`src/rtl/prio_arb_pkg.sv`:
```
// Shared types and sizing for the 4-requester priority arbiter/scheduler.
package prio_arb_pkg;

    localparam int N_REQ_C  = 4;
    localparam int PRIO_W_C = 3;

    typedef enum logic [1:0] {IDLE, GRANT, RELEASE} arb_state_e;

    typedef logic [PRIO_W_C-1:0] prio_t;

endpackage

```
`src/rtl/prio_arb_pick.sv`:
```
// Combinational winner selection: highest effective priority among requesters,
// ties broken by the first requester found after rr_ptr.
module prio_arb_pick
    import prio_arb_pkg::*;
#(
    parameter int N_REQ  = N_REQ_C,
    parameter int PRIO_W = PRIO_W_C,
    localparam int ID_W  = $clog2(N_REQ)
) (
    input  logic [N_REQ-1:0]        req,
    input  logic [N_REQ*PRIO_W-1:0] eprio,
    input  logic [ID_W-1:0]         rr_ptr,
    output logic                    win_vld,
    output logic [ID_W-1:0]         win_id
);

    logic [PRIO_W-1:0] max_p;
    logic [N_REQ-1:0]  cand;

    always_comb begin
        max_p = '0;
        for (int i = 0; i < N_REQ; i++) begin
            if (req[i] && (eprio[i*PRIO_W +: PRIO_W] > max_p)) begin
                max_p = eprio[i*PRIO_W +: PRIO_W];
            end
        end
        for (int i = 0; i < N_REQ; i++) begin
            cand[i] = req[i] && (eprio[i*PRIO_W +: PRIO_W] == max_p);
        end
    end

    // Scan the candidates starting one past the last winner.
    always_comb begin
        logic            found;
        logic [ID_W-1:0] idx;
        found   = 1'b0;
        idx     = '0;
        win_id  = '0;
        win_vld = |req;
        for (int k = 1; k <= N_REQ; k++) begin
            idx = ID_W'((int'(rr_ptr) + k) % N_REQ);
            if (!found && cand[idx]) begin
                win_id = idx;
                found  = 1'b1;
            end
        end
    end

endmodule

```
`src/rtl/prio_arb_sched.sv`:
```
// Priority arbiter/scheduler with full transaction hold, timeout and one dead cycle
// between grants. Optional priority aging is enabled by defining PRIO_AGING_EN.
module prio_arb_sched
    import prio_arb_pkg::*;
#(
    parameter int N_REQ    = N_REQ_C,
    parameter int PRIO_W   = PRIO_W_C,
    parameter int MAX_HOLD = 16
) (
    input  logic                      clk,
    input  logic                      rst_n,
    input  logic [N_REQ-1:0]          req,
    input  logic [N_REQ*PRIO_W-1:0]   prio,
    input  logic [N_REQ-1:0]          done,
    output logic [N_REQ-1:0]          gnt,
    output logic                      gnt_vld,
    output logic [$clog2(N_REQ)-1:0]  gnt_id,
    output logic                      timeout
);

    localparam int ID_W  = $clog2(N_REQ);
    localparam int CNT_W = $clog2(MAX_HOLD);

    arb_state_e          state_q, state_d;
    logic [CNT_W-1:0]    hold_cnt, hold_d;
    logic [ID_W-1:0]     rr_ptr, rr_d;
    logic [N_REQ-1:0]    gnt_d;
    logic [ID_W-1:0]     gnt_id_d;
    logic                timeout_d;
    logic [N_REQ*PRIO_W-1:0] eprio;
    logic                win_vld;
    logic [ID_W-1:0]     win_id;
    logic                cur_req, cur_done, hold_hit;

    assign cur_req  = req[gnt_id];
    assign cur_done = done[gnt_id];
    assign hold_hit = (hold_cnt == CNT_W'(MAX_HOLD - 1));

`ifdef PRIO_AGING_EN
    logic [N_REQ*PRIO_W-1:0] age;

    function automatic logic [PRIO_W-1:0] sat_add(input logic [PRIO_W-1:0] a,
                                                  input logic [PRIO_W-1:0] b);
        logic [PRIO_W:0] s;
        s = {1'b0, a} + {1'b0, b};
        return s[PRIO_W] ? '1 : s[PRIO_W-1:0];
    endfunction

    // Waiting requesters age; winning or dropping the request clears the age.
    always_ff @(posedge clk or negedge rst_n) begin
        if (!rst_n) begin
            age <= '0;
        end else begin
            for (int i = 0; i < N_REQ; i++) begin
                if (!req[i] ||
                    (state_q == IDLE && win_vld && int'(win_id) == i) ||
                    (state_q == GRANT && int'(gnt_id) == i)) begin
                    age[i*PRIO_W +: PRIO_W] <= '0;
                end else if (state_q != RELEASE) begin
                    age[i*PRIO_W +: PRIO_W] <= sat_add(age[i*PRIO_W +: PRIO_W], PRIO_W'(1));
                end
            end
        end
    end

    always_comb begin
        eprio = '0;
        for (int i = 0; i < N_REQ; i++) begin
            eprio[i*PRIO_W +: PRIO_W] = sat_add(prio[i*PRIO_W +: PRIO_W],
                                                age[i*PRIO_W +: PRIO_W]);
        end
    end
`else
    assign eprio = prio;
`endif

    prio_arb_pick #(
        .N_REQ  (N_REQ),
        .PRIO_W (PRIO_W)
    ) u_pick (
        .req     (req),
        .eprio   (eprio),
        .rr_ptr  (rr_ptr),
        .win_vld (win_vld),
        .win_id  (win_id)
    );

    always_ff @(posedge clk or negedge rst_n) begin
        if (!rst_n) begin
            state_q  <= IDLE;
            hold_cnt <= '0;
            rr_ptr   <= ID_W'(N_REQ - 1);
            gnt      <= '0;
            gnt_vld  <= 1'b0;
            gnt_id   <= '0;
            timeout  <= 1'b0;
        end else begin
            state_q  <= state_d;
            hold_cnt <= hold_d;
            rr_ptr   <= rr_d;
            gnt      <= gnt_d;
            gnt_vld  <= |gnt_d;
            gnt_id   <= gnt_id_d;
            timeout  <= timeout_d;
        end
    end

    always_comb begin
        state_d   = state_q;
        hold_d    = hold_cnt;
        rr_d      = rr_ptr;
        gnt_d     = gnt;
        gnt_id_d  = gnt_id;
        timeout_d = 1'b0;
        case (state_q)
            IDLE: begin
                gnt_d = '0;
                if (win_vld) begin
                    state_d  = GRANT;
                    gnt_d    = N_REQ'(1) << win_id;
                    gnt_id_d = win_id;
                    hold_d   = '0;
                end
            end
            GRANT: begin
                // A completed transaction takes precedence over a timeout.
                if (cur_done || !cur_req || hold_hit) begin
                    state_d   = RELEASE;
                    gnt_d     = '0;
                    timeout_d = hold_hit && !cur_done && cur_req;
                end else begin
                    hold_d = hold_cnt + CNT_W'(1);
                end
            end
            RELEASE: begin
                state_d = IDLE;
                gnt_d   = '0;
                rr_d    = gnt_id;
            end
            default: begin
                state_d = IDLE;
                gnt_d   = '0;
            end
        endcase
    end

endmodule

```
`config.mk`:
```
export PLATFORM = sky130hd
export DESIGN_NAME = prio_arb_sched
export DESIGN_NICKNAME = d
export VERILOG_FILES = /design/src/rtl/prio_arb_pkg.sv /design/src/rtl/prio_arb_pick.sv /design/src/rtl/prio_arb_sched.sv
export SDC_FILE = /design/constraint.sdc
export NUM_CORES = 1
export LEC_CHECK = 0
export ABC_AREA = 1
export CAP_MARGIN = 20
export CELL_PAD_IN_SITES_DETAIL_PLACEMENT = 1
export CELL_PAD_IN_SITES_GLOBAL_PLACEMENT = 1
export CORE_MARGIN = 5
export CORE_UTILIZATION = 33
export CTS_BUF_LIST = sky130_fd_sc_hd__clkbuf_16
export CTS_CLUSTER_SIZE = 40
export DETAILED_ROUTE_END_ITERATION = 8
export PLACE_DENSITY_LB_ADDON = 0.2
export RECOVER_POWER = 50
export SYNTH_ARGS = -nofsm -noshare
export SYNTH_HDL_FRONTEND = slang
export SYNTH_SLANG_ARGS = --single-unit
```
`constraint.sdc`:
```
create_clock -name clk -period 2 [get_ports clk]
set_clock_uncertainty 0.1 [all_clocks]
set_input_delay 0.6 -clock clk [delete_from_list [all_inputs] [get_ports clk]]
set_output_delay 0.6 -clock clk [all_outputs]
set_load 0.02 [all_outputs]
```
==> run metrics, run 1 <==
# IOs=30; pin count of the biggest net entering global routing=17; status=stopped before the end; Max clock buf depth=2; Yosys reg bits=16; syn avg cell area=6.38 sq um; # hold bufs at CTS=0; yosys warns=0; # port buffers=29; H-Tree Depth=1; DP Cell Count=~430; worst endpoint after global-route timing repair=gnt_vld$_DFF_PN0_/D; clk sinks=16; Die W=82.1 um; initial antenna violation count=0; Final GP Congestion=0.840; DP Worst Slack=-3.49 ns; Synth Cell Area=1720 sq um; post-placement cell area=roughly 2700 sq um; root buf cell=clkbuf_16; worst endpoint type=sequential cell input; Last stage=global routing (5_1_grt); Run Error=[ERROR DPL-0033] detailed placement checks failed during check placement.; Starting Density=about 34%; Post-Syn Nets=301; Die H=82.1 um; synth unique cells=31; Core Rows=26; Post-DP HPWL=5210 um; Seq/Total Area, Yosys=23.5%; Num CTS Buffers=3; Mapped Cells=269
## synthesized netlist by cell type, drive strengths merged
| library cell | n | share of area, % |
|---|---|---|
| o31ai | 1 | 0.44 |
| or2 | 2 | 0.73 |
| xor2 | 1 | 0.51 |
| nand3 | 69 | 23 |
| dfstp | 2 | 3.1 |
| nand3b | 3 | 1.3 |
| a21boi | 1 | 0.44 |
| nor3 | 2 | 0.58 |
| o21ai | 14 | 5.2 |
| nand4 | 2 | 0.73 |
| buf | 2 | 0.58 |
| dfrtp | 14 | 20 |
| clkbuf | 1 | 0.22 |
| inv | 35 | 7.7 |
| ha | 10 | 7.3 |
| o22ai | 1 | 0.36 |
| o221ai | 1 | 0.51 |
| a31oi | 1 | 0.36 |
| nor4 | 2 | 0.73 |
| nand2 | 76 | 18 |
| a21oi | 8 | 2.6 |
| nor2 | 21 | 5.5 |
## through the flow
| stage | setup TNS (ns) | hold WS (ns) | utilization, % |
|---|---|---|---|
| after floorplan | -15.51 | 0.204 | - |
| after global placement | -26.95 | 0.385 | 53.2 |
| after detailed placement | -28.38 | 0.390 | 53.2 |
| after CTS | -18.13 | 0.428 | 61.8 |
## what timing repair did
item                       in CTS
setup endpoints to repair      14
resized for setup              98
pin swaps                      50
cloned                          1
buffers inserted               18
## cell families after synthesis
| logic type | synth area share, % |
|---|---|
| and+or+nand+nor | 50.4 |
| buffers and inverters | 8.46 |
| AOI/OAI and AO/OA | 9.85 |
| DFF | 23.5 |
| adders and majority gates | 7.29 |
| xor gates and xnor gates | 0.511 |
==> run 2: changes to the inputs <==
--- a/config.mk
+++ b/config.mk
@@ -7,14 +7,10 @@
 export LEC_CHECK = 0
 export ABC_AREA = 1
 export CAP_MARGIN = 20
-export CELL_PAD_IN_SITES_DETAIL_PLACEMENT = 1
-export CELL_PAD_IN_SITES_GLOBAL_PLACEMENT = 1
 export CORE_MARGIN = 5
-export CORE_UTILIZATION = 33
-export CTS_BUF_LIST = sky130_fd_sc_hd__clkbuf_16
-export CTS_CLUSTER_SIZE = 40
+export CORE_UTILIZATION = 30
 export DETAILED_ROUTE_END_ITERATION = 8
-export PLACE_DENSITY_LB_ADDON = 0.2
+export PLACE_DENSITY_LB_ADDON = 0.15
 export RECOVER_POWER = 50
 export SYNTH_ARGS = -nofsm -noshare
 export SYNTH_HDL_FRONTEND = slang
==> constraint.sdc (replaced) <==
create_clock -name clk -period 2.6 [get_ports clk]
set_clock_uncertainty 0.1 [all_clocks]
set_input_delay 0.78 -clock clk [delete_from_list [all_inputs] [get_ports clk]]
set_output_delay 0.78 -clock clk [all_outputs]
set_load 0.02 [all_outputs]
==> run metrics, run 2 <==
largest family of logic cells by synthesized area=simple AND/OR/NAND/NOR gates; DR vias/cell=5.08; Max transition margin=56.0%; Async S/R FF share, synth=100%; Max-Cap Viols=0; top cell type's share of synthesized area=roughly a fifth; startpoint types=primary input; most common cell type on the critical path=nand2_2; Antenna Nets Post-Route=0; Yosys reg bits=16; yosys warns=0; Core Rows=27; hold depth=2; Most used DFF post-synth=dfrtp_1; per-cell routed wire length=14.9 um; H-Tree Depth=1; largest area contributor in the netlist=dfrtp_1; Pwr per Cell Area=about 780 nW/um^2; Post-Syn Nets=301; violated checks=negative setup slack; via count=2247; FILL cells=a little under 500; diode count=0; Fin. Hold Viols=0; Max clock buf depth=2; required time worst endpoint=~2.7 ns; leak pwr=between 1.5 and 2 nW; most frequent cells in the layout=63 x buf_4, 36 x nand2_1, 32 x nand3_1; Num CTS Buffers=3; Seq/Total Area, Yosys=23.5%; NumNets Final=403; Post-DP HPWL=4550 um; syn avg cell area=between 6 and 7 sq um; Top delay family on crit path=simple AND/OR/NAND/NOR gates; Hold Crit Class=reg -> reg; root buf cell=clkbuf_8; Final setup viols=7; gr ovfl total=0; top cells by area, synth=dfrtp_1 20%, nand3_1 17%, nand2_1 15%; first-pass GRT wire length=~10000 um; # port buffers=29; R2R cell count=12; largest registers=gnt x4, hold_cnt x4; # IOs=30; pin count of the biggest net entering global routing=17; post-synthesis simple-gate area fraction=around half; layout cells sized above 1=55.9%; CP max stage cell=ha_4; Worst Hold Endpoint=gnt[1]; RSZ-0062 raised after global routing=yes; post-route insts no fill=442; Die H=85.6 um; synth unique cells=31; Synth Area in Adders=7.29%; max-slew violation count=0; Synth Cell Area=1720 sq um; Mapped Cells=269; final WL=6570 um; top cells by count, synth=70 x nand2_1, 59 x nand3_1, 33 x inv_1, 15 x nor2_1, 14 x dfrtp_1; area delta synth->final=95.0%; Remaining DRCs=0; Core Area=5540 sq um; crit-path max cell delay=about 0.3 ns; Slew @ Worst Pin=approximately 0.66 ns; fin crit share=185%; commonest non-fill, non-tap cell in the layout=buf_4; setup ws final=-2.20 ns; Synth Area in XOR/XNOR=less than 1%; mux share of post-synthesis cell area=0%; Final GP Congestion=between 0.8 and 0.9; First-pass DRT Iterations=4; Worst-path clk slew=0.06 ns; drt initial violations=105; critical path class=in -> reg; hold path startpoint=gnt[1]; Die ar.=roughly 7300 sq um; Synth Area in Compound Gates=approximately a tenth; r2r setup slk=0.41 ns; Worst Path Arrival=4.85 ns; RR Endpoint=gnt_vld; crit end category=register; Tmin final=around 4.8 ns; DP Cell Count=421; status=complete, but fails checks; Buf+Inv Stages, Crit Path=3; TritonCTS clock tree=yes; initial antenna violation count=0; Skew-Pair Late Insertion Delay=0.25 ns; Power Total=2.61 mW; worst r2r src=rr_ptr[0]; crit-path max FO=5; clk sinks=16; number of global-route vias before repair=2246; largest vdd supply drop=0.568 mV; Post-synth EDFFs=0; Die W=85.6 um; Critical Path Start=prio[2]; Starting Density=~31%; total global-route track usage=16.6%; top-count cell post-synth=nand2_1; Max Fclk=between 0.2 and 0.25 GHz
## run 2: cell counts after synthesis
Identical to the previous run, type by type.
## run 2: worst reg2reg max path, cell delays in order (launching register included)
cell,delay (ns)
dfstp_2,0.64
xor2_1,0.31
inv_1,0.13
nand3_1,0.15
nand2_2,0.10
nor2_4,0.12
nand2_4,0.08
nor2_4,0.12
nor2_4,0.05
nand3_2,0.07
nand2_2,0.06
nor2_1,0.10
nand2_1,0.05
## run 2: kinds of logic after synthesis
logic type               after synthesis
buffers and inverters                 38
XOR/XNOR                               1
AO/OA/AOI/OAI                         27
AND/OR/NAND/NOR                      177
flip-flops                            16
adder cells (fa/ha/maj)               10
## run 2: final cells by class
| type | instances | area (sq um) | share of cell area, % |
|---|---|---|---|
| Sequential cell | 16 | 403 | 12.0 |
| Timing Repair Buffer | 99 | 853 | 25.5 |
| Tap cell | 72 | 90.1 | 2.69 |
| Inverter | 35 | 154 | 4.60 |
| Multi-Input combinational cell | 216 | 1790 | 53.5 |
| Clock buffer | 4 | 55.1 | 1.65 |
## run 2: what timing repair did
item,CTS,global route
hold buffers,0,0
pin swaps,42,47
endpoints found under the setup margin,11,11
setup buffers,10,7
gates cloned,1,0
resized for setup,61,96
## run 2: per-stage QoR
step | utilization [%] | setup WS [ns] | setup TNS (ns) | cell area (sq um) | hold slack, ns
after detailed placement | 47.9 | -2.93 | -21.75 | 2660 | 0.398
after global routing | 60.4 | -2.44 | -16.61 | 3340 | 0.474
after floorplan | - | -1.91 | -12.57 | 1890 | 0.384
after global placement | 47.9 | -2.93 | -21.54 | 2660 | 0.388
final | 60.4 | -2.20 | -14.95 | 3340 | 0.442
after CTS | 53.1 | -2.17 | -14.65 | 2940 | 0.416
## run 2: worst max-delay path by stage
stage / to / cells past startpoint / slack [ns]
2_1_floorplan: gnt_vld / 35 / -1.91
3_3_place_gp: gnt_vld / 33 / -2.93
3_5_place_dp: gnt_vld / 37 / -2.93
4_1_cts: gnt_vld / 37 / -2.17
5_1_grt: gnt_vld / 36 / -2.44
6_report: gnt_vld / 35 / -2.20
## run 2: power by group
part	switching, mW	leakage, nW	internal (mW)
combinational	1.10	1.33	0.855
clock	0.0886	0.0288	0.134
sequential	0.0790	0.206	0.344
total	1.27	1.57	1.33
## run 2: per-layer routing
metal	track usage, %	vias to the layer above	share of wire [%]
li1	-	1109	-
met1	19.5	1064	40
met2	30.4	59	54
met3	1.63	15	3.9
met4	7.63	0	2.6
met5	0	-	0
(Power assumes the default switching activity.)
